### config.mk
export PLATFORM = sky130hd
export DESIGN_NAME = bridge_fifo
export DESIGN_NICKNAME = d
export VERILOG_FILES = /design/src/rtl/bridge_fifo_pkg.sv /design/src/rtl/bridge_fifo.sv
export SDC_FILE = /design/constraint.sdc
export NUM_CORES = 1
export LEC_CHECK = 0
export CORE_UTILIZATION = 30
export DETAILED_ROUTE_END_ITERATION = 8
export PLACE_DENSITY_LB_ADDON = 0.25
export SKIP_LAST_GASP = 1
export SYNTH_ARGS = -nofsm -noshare
export SYNTH_HDL_FRONTEND = slang
export SYNTH_SLANG_ARGS = --single-unit
### constraint.sdc
create_clock -name clk -period 6.3 [get_ports clk]
set_input_delay 1.575 -clock clk [delete_from_list [all_inputs] [get_ports clk]]
set_output_delay 1.575 -clock clk [all_outputs]
set_load 0.02 [all_outputs]
### src/rtl/bridge_fifo_pkg.sv
// bridge_fifo_pkg: default geometry shared by bridge FIFO instances
package bridge_fifo_pkg;
  localparam int DEF_DEPTH_LG2 = 4;
  localparam int DEF_DATA_WIDTH = 32;
endpackage

### src/rtl/bridge_fifo.sv
// bridge_fifo: single-clock first-word-fall-through FIFO with wrap-bit pointers
module bridge_fifo
  import bridge_fifo_pkg::*;
#(
  parameter int DEPTH_LG2 = DEF_DEPTH_LG2,
  parameter int DATA_WIDTH = DEF_DATA_WIDTH
) (
  input  logic                  clk,
  input  logic                  rst_n,
  output logic                  full_o,
  output logic                  empty_o,
  input  logic                  wren_i,
  input  logic [DATA_WIDTH-1:0] wdata_i,
  input  logic                  rden_i,
  output logic [DATA_WIDTH-1:0] rdata_o
);
  localparam int DEPTH = 2 ** DEPTH_LG2;
  localparam logic [DEPTH_LG2:0] ONE = 1;
  logic [DATA_WIDTH-1:0] mem [DEPTH];
  logic [DEPTH_LG2:0] wr_ptr, rd_ptr;
  logic push, pop;
  assign empty_o = wr_ptr == rd_ptr;
  assign full_o = (wr_ptr[DEPTH_LG2] != rd_ptr[DEPTH_LG2]) &&
                  (wr_ptr[DEPTH_LG2-1:0] == rd_ptr[DEPTH_LG2-1:0]);
  assign push = wren_i && !full_o;
  assign pop = rden_i && !empty_o;
  assign rdata_o = mem[rd_ptr[DEPTH_LG2-1:0]];
  // pointer advance and storage write; reset wipes contents immediately
  always_ff @(posedge clk or negedge rst_n) begin
    if (!rst_n) begin
      wr_ptr <= '0;
      rd_ptr <= '0;
      for (int i = 0; i < DEPTH; i++) mem[i] <= '0;
    end else begin
      if (push) begin
        mem[wr_ptr[DEPTH_LG2-1:0]] <= wdata_i;
        wr_ptr <= wr_ptr + ONE;
      end
      if (pop) rd_ptr <= rd_ptr + ONE;
    end
  end
endmodule

# Yosys cells after proc, flatten, opt, wreduce, memory -nomap -nowiden
# Index checks and enable logic that the tools add are counted.
# word_totals
regBits	522
inputBits	36
out_inout_bits	34
word_cells	40
# classes
add_sub_neg	2
magnitude_cmp	3
eq_ne	3
mux	6
n_bitwise	2
n_reduce_logical	6
# op_table
cell	count
512-bit bitwise mux	1
32-bit binary-select mux with 4-bit select	1
32-bit demux with 4-bit select	1
32-bit 2-to-1 mux	3
5-bit by 1-bit adder with 5-bit output (second input constant)	2
5-bit >= comparator (second input constant)	2
4-bit inverter with 5-bit output	2
5-bit == test	1
5-bit by 1-bit less-than comparator with 1-bit output (second input constant)	1
4-bit == test	1
1-bit logical AND	4
1-bit zero test	2
1-bit inequality test	1

# Longest topological paths before layout
# Gate-level depths: netlist of the first run.
# logic_depth
word_depth	6
mapped_depth	8
ltp_nobuf	6

# Least setup slack after synthesis of the first run
# Ideal clock, no wire load.
# synth_path
kind	reg-to-output
startpoint	register rd_ptr[0]
endpoint	output rdata_o[10]
arrival_ns	1.881
t_required_ns	4.725
setup_slack_ns	2.844
path_stages_with_launch	6
path_buffers	2
cell_sequence	dfrtp_1 buf_2 buf_1 mux4_2 o211ai_1 nand2_1
# synth_via
elab_chain_len	4
# synth_lines
item	line_no	source
start, declared	bridge_fifo.sv:20	logic [DEPTH_LG2:0] wr_ptr, rd_ptr;
start signal, assigned	bridge_fifo.sv:39	if (pop) rd_ptr <= rd_ptr + ONE;
4-bit inverter with 5-bit output (not written as such)	bridge_fifo.sv:27	assign rdata_o = mem[rd_ptr[DEPTH_LG2-1:0]];
32-bit binary-select mux with 4-bit select	bridge_fifo.sv:27	
32-bit 2-to-1 mux (not written as such) (2 in series)	bridge_fifo.sv:27	
end, declared	bridge_fifo.sv:15	output logic [DATA_WIDTH-1:0] rdata_o
# No other way between the ends. The select of a mux whose other input is x is not followed.

# Worst setup path after layout of the first run
# layout_path
startpoint	register rd_ptr[2]
endpoint	output full_o
# layout_via
elab_chain_len	2
# layout_lines
item	line_no	source
4-bit == test	bridge_fifo.sv:24	(wr_ptr[DEPTH_LG2-1:0] == rd_ptr[DEPTH_LG2-1:0]);
1-bit logical AND	bridge_fifo.sv:23	assign full_o = (wr_ptr[DEPTH_LG2] != rd_ptr[DEPTH_LG2]) &&
end, declared	bridge_fifo.sv:10	output logic full_o,
# No other way between the ends.

==> results of run 1 <==
## sequential cells by signal (all words and copies together) (netlist names)
register  flops
mem         512
wr_ptr        5
rd_ptr        5
## power breakdown
part / leakage [µW] / total (µW) / internal [µW] / switching [µW]
logic: 0.00439 / 6250 / 3310 / 2940
registers: 0.00645 / 6020 / 4980 / 1030
clock network: 0.000869 / 3140 / 1800 / 1340
## synth_stat cells (7+ instances only)
master    instances  share of area
a21oi_4           7         0.0048
buf_4            17         0.0053
mux2_1           43          0.020
mux4_2           64          0.060
o21ai_0          34         0.0071
a221oi_1         32          0.012
o211ai_1         33          0.010
mux2i_1         128          0.054
nand2_1          38         0.0060
a22oi_1          32          0.010
mux2_2          471           0.22
nand3_1          12         0.0025
buf_6            11         0.0052
buf_2            40         0.0084
dfrtp_1         522           0.55
clkbuf_1         69          0.011
xnor2_1           9         0.0033
## cell families after synthesis
group                    count (synthesis)
AO/OA/AOI/OAI                          151
multiplexers                           706
AND/OR/NAND/NOR                         66
buffers and inverters                  145
adder cells (fa/ha/maj)                  5
flip-flops                             522
XOR/XNOR                                14
## worst max-delay path by stage
stage / from / endpoint / slack, ns / cells past startpoint
final: rd_ptr[2] / full_o / 0.96 / 5
after global routing: rd_ptr[2] / full_o / 0.78 / 5
after CTS: rd_ptr[2] / full_o / 0.93 / 5
after detailed placement: rd_ptr[2] / full_o / 1.60 / 5
after global placement: rd_ptr[2] / full_o / 1.59 / 5
after floorplan: rd_ptr[0] / rdata_o[10] / 2.84 / 5
## layer usage
layer  global-route usage  share of wire
met1                0.195           0.43
met2                0.269           0.51
met3               0.0242          0.035
met4               0.0390          0.020
met5                    0        0.00048
## stage by stage
stage	hold slack [ns]	std cells
after detailed placement	0.474	2623
final	0.485	2721
after global routing	0.500	2721
after global placement	0.463	2623
after CTS	0.488	2721
after floorplan	0.452	1609
## cell type report
type / instances / share of cell area
timing repair buffer: 107 / 0.0398
tap: 1050 / 0.0478
sequential: 522 / 0.476
clock inverter: 17 / 0.00392
clock buffer: 81 / 0.0599
multi-input combinational: 942 / 0.372
inverter: 2 / 0.000273
## worst max-delay path, cell delays in order, from the launching register on
cell             delay (ns)
dfrtp_4                0.89
buf_4                  0.56
xnor2_1                0.19
nand4_1                0.53
nor2_1                 0.27
clkdlybuf4s50_1        0.65
==> out/qor.txt, run 1 <==
WS Path Type: reg -> out
vias in the first global route: 15,000
GRT Resource Usage Total: 0.153
Die Area: 80,900 µm²
Design Area, Final: 27,500 µm²
final worst slack: 0.957 ns
CORE AREA: 79,000 µm²
multi-input logic area: 10,200 µm²
Antenna diodes: 0
layout cell share with drive strength beyond 1: 0.411
final antenna-violating net count: 0
register-to-register path setup slack: 2.13 ns
Synth Area in XOR/XNOR: 0.00544
setup_tns: 0 ns
worst reg2reg path depth: 6
Max transition margin: 0.277
synth unique cells: 34
Place WS: 1.60 ns
worst hold path class: reg -> reg
Starting Density: 0.303
yosys warns: 0
multiplexer share of the synthesized area: 0.356
Vias/cell: 5.02
setup violators final: 0
RePlAce Congestion: 0.737
largest family of logic cells by synthesized area: multiplexers
CTS Buf Count: 55
clock root buffer: clkbuf_16
Final Max Tran Viols: 0
IO Count: 70
global-route wire length before repair: 95,200 µm
die height: 284 µm
initial antenna violation count: 3
Achievable Freq: 187 MHz
post-CTS setup buffer count: 0
# resized after CTS: 0
Synth Instances: 1,609
site row count: 103
worst slew pin tran: 1.08 ns
Skew-Pair Late Insertion Delay: 0.62 ns
Critical Path Start Type: flip-flop
DR DRC count: 0
Register Area: 13,100 µm²
H-tree depth: 2
RSZ-0062 raised after global routing: no
Die W: 284 µm
Hold EP: mem[16]
area share of and/or/nand/nor cells after synthesis: 0.0121
Nets: 1,671
area grow syn2layout: 14.8%
Util after Layout: 0.348
total power: 15,400 µW
Worst R2R End: mem[474]
vias: 13,700
number of enable flip-flop cells after synthesis: 0
Clock Path Buffers: 3
final period utilization: 0.848
setup clock skew after layout: 0.0234 ns
most frequent cells in the layout: 518 x dfrtp_1, 471 x mux2_2, 128 x mux2i_1, 68 x clkdlybuf4s50_1, 64 x mux4_2
Post-CTS Hold Buffers: 0
port bufs: 69
RR Startpoint: rd_ptr[2]
final hold vios: 0
Min-Delay Startpoint: mem[16]
average wire per standard cell: 22.4 µm
PwrDens: 561 nW/µm²
Leakage Power: 0.0117 µW
largest net degree at the start of global routing: 127
status: complete, no violations
Worst Hold Depth: 1
mapped cell area: 23,900 µm²
maximum VDD drop: 0.000238 V
Primary FF master, synth: dfrtp_1
Worst EP required: 4.72 ns
crit path capture type: output pin
Overflow after GRT: 0
most common cell after layout, fill and taps aside: dfrtp_1
post-synthesis compound-gate area fraction: 0.0477
drt total wl: 61,000 µm
fin crit period: 5.34 ns
ys async rst share: 1.00
DR pass1 iterations: 4
Syn Area/Cell: 14.9 µm²
CTS tree: built
DP HPWL: 35,500 µm
Post-Synth Adder-Cell Area: 0.00261
number of fill cells: 7,535
max cap viols: 0
sequential area share after synthesis: 0.546
clk sink count: 522
Mapped Nets: 1,650
Reg clk slew, reported paths: 0.06 ns
Max FO, Critical Path: 43
CP arrival: 3.77 ns
Starting DRT DRC Count: 743
flops & latches, synth: 522
Post-DP Area: 25,700 µm²
Note: power is estimated with default switching activity, not from simulation.
==> run 2: changes to the inputs <==
clock period = 5.3 ns   (was 6.3 ns; I/O delays follow)
==> run 2 against run 1 <==
Final area up 0.42%. Worst setup slack worse by 0.56 ns. Global-route usage increased by 0.36 points. Routed wire length rose by 2.5%. Via count rose by 0.58%. Total power grew 20%. Cell count did not move. Sequential share of layout area fell by 0.20 points. Critical endpoint is now rdata_o[1].
==> out/qor.txt, run 2 (same netlist as run 1, synthesis figures left out) <==
maximum VDD drop: 0.000344 V (was 0.000238 V)
register-to-register path setup slack: 1.42 ns (was 2.13 ns)
Largest Register: mem (unchanged)
Crit path max-delay family: buffers and inverters (unchanged)
fin crit period: 4.90 ns
vias in the first global route: 14,900 (was 15,000)
Post-DP Area: 25,800 µm² (was 25,700 µm²)
setup clock skew after layout: 0.0176 ns (was 0.0234 ns)
final period utilization: 0.924
global-route wire length before repair: 97,000 µm (was 95,200 µm)
CP Cell Sequence: nor2b_4, buf_4, a22oi_1, o211ai_1, nand2_1, clkdlybuf4s50_1 (was buf_4, xnor2_1, nand4_1, nor2_1, clkdlybuf4s50_1)
# resized after CTS: 0 (unchanged)
site row count: 103 (unchanged)
crit path capture type: output pin (unchanged)
WS Path Type: reg -> out (unchanged)
average wire per standard cell: 23.0 µm (was 22.4 µm)
Starting DRT DRC Count: 767 (was 743)
Skew-Pair Late Insertion Delay: 0.63 ns (was 0.62 ns)
Starting Density: 0.303 (unchanged)
worst reg2reg path depth: 7 (was 6)
post-CTS setup buffer count: 0 (unchanged)
Clock Path Buffers: 3 (unchanged)
Crit path largest cell delay: 0.77 ns (was 0.89 ns)
setup_tns: 0 ns (unchanged)
Buffers & Inverters on Critical Path: 2 (unchanged)
worst hold path class: reg -> reg (unchanged)
CP arrival: 3.57 ns (was 3.77 ns)
IO Count: 70 (unchanged)
setup violators final: 0 (unchanged)
CTS Buf Count: 57 (was 55)
Worst path depth: 6 (was 5)
max cap viols: 0 (unchanged)
clk sink count: 522 (unchanged)
largest registers: mem: 512 flops, rd_ptr: 5 flops, wr_ptr: 5 flops (unchanged)
port bufs: 69 (unchanged)
vias: 13,700 (about the same)
crit path to: rdata_o[1] (was full_o)
H-tree depth: 2 (unchanged)
Design Area, Final: 27,600 µm² (was 27,500 µm²)
DR pass1 iterations: 5 (was 4)
most common cell after layout, fill and taps aside: dfrtp_1 (unchanged)
CTS tree: built (unchanged)
drt total wl: 62,500 µm (was 61,000 µm)
largest net degree at the start of global routing: 122 (was 127)
Achievable Freq: 204 MHz
DR DRC count: 0 (unchanged)
PwrDens: 671 nW/µm² (was 561 nW/µm²)
clock root buffer: clkbuf_16 (unchanged)
RSZ-0062 raised after global routing: no (unchanged)
slowest CP cell: dfrtp_4 (unchanged)
GRT Resource Usage Total: 0.157 (was 0.153)
Worst EP required: 3.97 ns (was 4.72 ns)
Critical Path Start Type: flip-flop (unchanged)
die height: 284 µm (unchanged)
number of fill cells: 7,600 (was 7,535)
worst slew pin tran: 1.09 ns (was 1.08 ns)
most frequent cells in the layout: 518 x dfrtp_1, 471 x mux2_2, 128 x mux2i_1, 68 x clkdlybuf4s50_1, 64 x mux4_2 (unchanged)
Vias/cell: 5.05 (was 5.02)
final antenna-violating net count: 0 (unchanged)
Reg clk slew, reported paths: 0.06 ns (about the same)
CORE AREA: 79,000 µm² (unchanged)
crit path launch: rd_ptr[1] (was rd_ptr[2])
status: complete, no violations (unchanged)
max FFs per register: 512 (unchanged)
Nets: 1,678 (was 1,671)
Worst R2R End: mem[269] (was mem[474])
RR Startpoint: rd_ptr[1] (was rd_ptr[2])
Die W: 284 µm (unchanged)
Max transition margin: 0.274 (was 0.277)
area grow syn2layout: 15.3% (was 14.8%)
Final Max Tran Viols: 0 (unchanged)
DP HPWL: 36,300 µm (was 35,500 µm)
layout cell share with drive strength beyond 1: 0.408 (was 0.411)
Max FO, Critical Path: 30 (was 43)
Post-CTS Hold Buffers: 0 (unchanged)
final hold vios: 0 (unchanged)
initial antenna violation count: 2 (was 3)
Die Area: 80,900 µm² (unchanged)
Leakage Power: 0.0118 µW (was 0.0117 µW)
RePlAce Congestion: 0.744 (was 0.737)
Overflow after GRT: 0 (unchanged)
run 2: worst min path at each step:
| stage | from | to | slack (ns) | cells past startpoint |
|---|---|---|---|---|
| final | mem[30] | mem[30] | 0.48 | 1 |
| after detailed placement | mem[358] | mem[358] | 0.47 | 1 |
| after CTS | mem[358] | mem[358] | 0.49 | 1 |
| after floorplan | mem[112] | mem[112] | 0.45 | 1 |
| after global placement | mem[240] | mem[240] | 0.46 | 1 |
| after global routing | mem[296] | mem[296] | 0.49 | 1 |
run 2: per-layer routing:
layer | vias up | wire (µm) | global-route usage
met5 | - | 9 | 0
met4 | 2 | 1500 | 0.0435
met3 | 92 | 1850 | 0.0222
met2 | 197 | 30600 | 0.262
met1 | 7444 | 28500 | 0.211
li1 | 6004 | - | -
run 2: power by group:
group | switching (µW) | internal [µW] | total [µW]
Sequential | 1230 | 5930 | 7150
Clock | 1590 | 2280 | 3870
Combinational | 3550 | 3950 | 7500
run 2: final cells by class:
type | instances | area, µm² | area share
diodes | 1 | 2.50 | 0.0000907
multi-input cells | 942 | 10200 | 0.371
repair buffers | 112 | 1170 | 0.0423
flip-flops and latches | 522 | 13100 | 0.474
clock inverters | 13 | 191 | 0.00694
clock buffers | 79 | 1600 | 0.0580
well taps | 1050 | 1310 | 0.0476
inverters | 2 | 7.51 | 0.000272
run 2: metrics by stage:
step | total power, µW | instances | hold WS (ns) | util | setup slack, ns
floorplan | 12100 | 1609 | 0.452 | - | 2.09
global placement | 14600 | 2628 | 0.463 | 0.327 | 1.01
detailed placement | 14900 | 2628 | 0.474 | 0.327 | 0.995
CTS | 18800 | 2720 | 0.487 | 0.349 | 0.320
global route | 19700 | 2721 | 0.495 | 0.349 | 0.244
finish | 18500 | 2721 | 0.484 | 0.349 | 0.401
run 2: worst register-to-register path, cell delays in order, from the launching register on:
cell	delay, ns
dfrtp_4	0.77
buf_4	0.70
xnor2_1	0.18
and4_1	0.38
buf_4	0.31
a21oi_4	0.76
buf_12	0.30
mux2_2	0.37
==> run 3: changes to the inputs <==
ABC_AREA = 1   (was unset)
ABC_CLOCK_PERIOD_IN_PS = 5300   (was unset)
CAP_MARGIN = 5   (was unset)
==> run 3 against run 2 <==
The run now ends with DRC left. First-iteration DRC count grew to 3.0 times the previous value. Non-clock buffer count grew 37. Critical path depth increased by 1. Sequential power decreased by 5.7%. Critical path type unchanged. Clock power grew 17%. Die area up 13%. Sequential share of layout area decreased by 4.4 points. Clock skew is 0.026 ns higher. Sequential cell count unchanged. Clock-buffer cell count is 9 higher.
==> out/qor.txt, run 3 <==
CORE AREA: 88,800 µm² (was 79,000 µm²)
DR pass1 iterations: 7 (was 5)
vias: 25,000 (was 13,700)
Starting Density: 0.304 (was 0.303)
Design Area, Final: 30,400 µm² (was 27,600 µm²)
clk sink count: 522 (unchanged)
Max transition margin: 0.232 (was 0.274)
count leader, synth: nand2_1 (was dfrtp_1)
top cell type's share of synthesized area: 0.484 (was 0.546)
CTS Buf Count: 61 (was 57)
Place WS: 0.914 ns (was 0.995 ns)
Largest Register: mem (unchanged)
final period utilization: 0.961 (was 0.924)
PwrDens: 648 nW/µm² (was 671 nW/µm²)
worst slew pin tran: 1.15 ns (was 1.09 ns)
GRT Resource Usage Total: 0.233 (was 0.157)
IO Count: 70 (unchanged)
WS Path Type: reg -> out (unchanged)
dominant cell type by area after synthesis: dfrtp_1 (unchanged)
RSZ-0062 raised after global routing: no (unchanged)
global-route wire length before repair: 163,000 µm (was 97,000 µm)
largest registers: mem: 512 flops, rd_ptr: 5 flops, wr_ptr: 5 flops (unchanged)
Syn Area/Cell: 7.61 µm² (was 14.9 µm²)
Max FO, Critical Path: 78 (was 30)
Crit path largest cell delay: 0.71 ns (was 0.77 ns)
Nets: 3,418 (was 1,678)
CP arrival: 3.77 ns (was 3.57 ns)
Die W: 302 µm (was 284 µm)
synth unique cells: 21 (was 34)
final hold vios: 0 (unchanged)
status: finished with violations (was complete, no violations)
post-CTS setup buffer count: 0 (unchanged)
crit path to: rdata_o[1] (unchanged)
Primary FF master, synth: dfrtp_1 (unchanged)
most common cell after layout, fill and taps aside: nand2_1 (was dfrtp_1)
failing checks: DRC
number of fill cells: 9,305 (was 7,600)
yosys warns: 0 (unchanged)
Overflow after GRT: 0 (unchanged)
clock root buffer: clkbuf_16 (unchanged)
ys async rst share: 1.00 (unchanged)
number of enable flip-flop cells after synthesis: 0 (unchanged)
sequential area share after synthesis: 0.484 (was 0.546)
Critical Path Start Type: flip-flop (unchanged)
# resized after CTS: 0 (unchanged)
Clock Path Buffers: 3 (unchanged)
Synth Instances: 3,545 (was 1,609)
crit path capture type: output pin (unchanged)
DR DRC count: 3 (was 0)
Starting DRT DRC Count: 2,270 (was 767)
RePlAce Congestion: 0.812 (was 0.744)
largest net degree at the start of global routing: 202 (was 122)
most frequent cells in the layout: 1,201 x nand2_1, 519 x dfrtp_1, 512 x nand4_1, 417 x nor2_1, 299 x o21ai_0 (was 518 x dfrtp_1, 471 x mux2_2, 128 x mux2i_1, 68 x clkdlybuf4s50_1, 64 x mux4_2)
CTS tree: built (unchanged)
final antenna-violating net count: 0 (unchanged)
Reg clk slew, reported paths: 0.06 ns (about the same)
maximum VDD drop: 0.000611 V (was 0.000344 V)
site row count: 109 (was 103)
drt total wl: 107,000 µm (was 62,500 µm)
RR Startpoint: rd_ptr[0] (was rd_ptr[1])
Antenna diodes: 0 (was 1)
initial antenna violation count: 3 (was 2)
average wire per standard cell: 23.2 µm (was 23.0 µm)
mapped cell area: 27,000 µm² (was 23,900 µm²)
Vias/cell: 5.45 (was 5.05)
worst hold path class: reg -> reg (unchanged)
port bufs: 69 (unchanged)
Area contributors post-synth: dfrtp_1 48%, nand2_1 17%, nand4_1 12%, nor2_1 6.0%, o21ai_0 5.5% (was dfrtp_1 55%, mux2_2 22%, mux4_2 6.0%, mux2i_1 5.4%, mux2_1 2.0%)
Leakage Power: 0.0149 µW (was 0.0118 µW)
flops & latches, synth: 522 (unchanged)
layout cell share with drive strength beyond 1: 0.0674 (was 0.408)
H-tree depth: 2 (unchanged)
Post-CTS Hold Buffers: 0 (unchanged)
Achievable Freq: 196 MHz (was 204 MHz)
crit path launch: rd_ptr[0] (was rd_ptr[1])
setup violators final: 0 (unchanged)
worst reg2reg path depth: 11 (was 7)
setup_tns: 0 ns (unchanged)
Final Max Tran Viols: 0 (unchanged)
CP Cell Sequence: inv_8, buf_4, o21ai_0, o211ai_1, nand3_1, nand2_1, clkdlybuf4s50_1 (was nor2b_4, buf_4, a22oi_1, o211ai_1, nand2_1, clkdlybuf4s50_1)
Die Area: 91,100 µm² (was 80,900 µm²)
vias in the first global route: 24,500 (was 14,900)
Skew-Pair Late Insertion Delay: 0.64 ns (was 0.63 ns)
Worst R2R End: mem[495] (was mem[269])
register-to-register path setup slack: 1.04 ns (was 1.42 ns)
area grow syn2layout: 12.7% (was 15.3%)
max FFs per register: 512 (unchanged)
max cap viols: 0 (unchanged)
DP HPWL: 59,800 µm (was 36,300 µm)
final worst slack: 0.209 ns (was 0.401 ns)
fin crit period: 5.09 ns (was 4.90 ns)
Worst Hold Depth: 2 (was 1)
Mapped Nets: 3,586 (was 1,650)
setup clock skew after layout: 0.0436 ns (was 0.0176 ns)
Worst EP required: 3.97 ns (about the same)
Post-synth top cells: 1,201 x nand2_1, 522 x dfrtp_1, 512 x nand4_1 (was 522 x dfrtp_1, 471 x mux2_2, 128 x mux2i_1)
slowest CP cell: dfrtp_4 (unchanged)
die height: 302 µm (was 284 µm)
Post-DP Area: 28,200 µm² (was 25,800 µm²)
[run 3: stage by stage]
stage / total power, µW / hold slack (ns) / utilization / std cells
finish: 19700 / 0.465 / 0.342 / 4591
global route: 21100 / 0.480 / 0.342 / 4591
CTS: 19800 / 0.467 / 0.342 / 4591
detailed placement: 15200 / 0.453 / 0.318 / 4479
global placement: 15100 / 0.448 / 0.318 / 4479
floorplan: 11900 / 0.437 / - / 3545
[run 3: where the power goes]
part	total, µW	internal, µW	leakage (µW)	switching (µW)
combinational	8440	2730	0.00706	5710
sequential	6740	5700	0.00675	1040
clock	4520	2700	0.00107	1820
[run 3: cell type report]
class	instances	area, µm²	share of cell area
Sequential cell	522	13100	0.430
Clock buffer	88	1850	0.0609
Timing Repair Buffer	149	1530	0.0502
Tap cell	1165	1460	0.0480
Inverter	48	188	0.00618
Multi-Input combinational cell	2595	12000	0.395
Clock inverter	24	304	0.0100
[run 3: how the worst min path moves through the flow]
stage	startpoint	end	slack (ns)
2_1_floorplan	mem[0]	mem[0]	0.44
3_3_place_gp	mem[258]	mem[258]	0.45
3_5_place_dp	mem[76]	mem[76]	0.45
4_1_cts	mem[76]	mem[76]	0.47
5_1_grt	mem[17]	mem[17]	0.48
6_report	mem[83]	mem[83]	0.46
[run 3: cells by family after synthesis]
logic type               count (synthesis)  synth area share
flip-flops                             522             0.484
XOR/XNOR                                 7           0.00227
AO/OA/AOI/OAI                          354            0.0699
AND/OR/NAND/NOR                       2229             0.365
adder cells (fa/ha/maj)                  5           0.00232
buffers and inverters                  428            0.0762
[run 3: routing by layer]
metal / global-route usage / share of wire / vias up
li1: - / - / 11500
met1: 0.326 / 0.44 / 12400
met2: 0.375 / 0.46 / 886
met3: 0.0315 / 0.064 / 174
met4: 0.0717 / 0.027 / 0
met5: 0 / 0 / -
[run 3: worst max-delay path: cells and delay by family, from the launching register on]
kind | cells | cell delay [ns]
buf+inv | 3 | 1.67
simple gates | 2 | 0.34
flops | 1 | 0.71
compound gates | 2 | 0.34
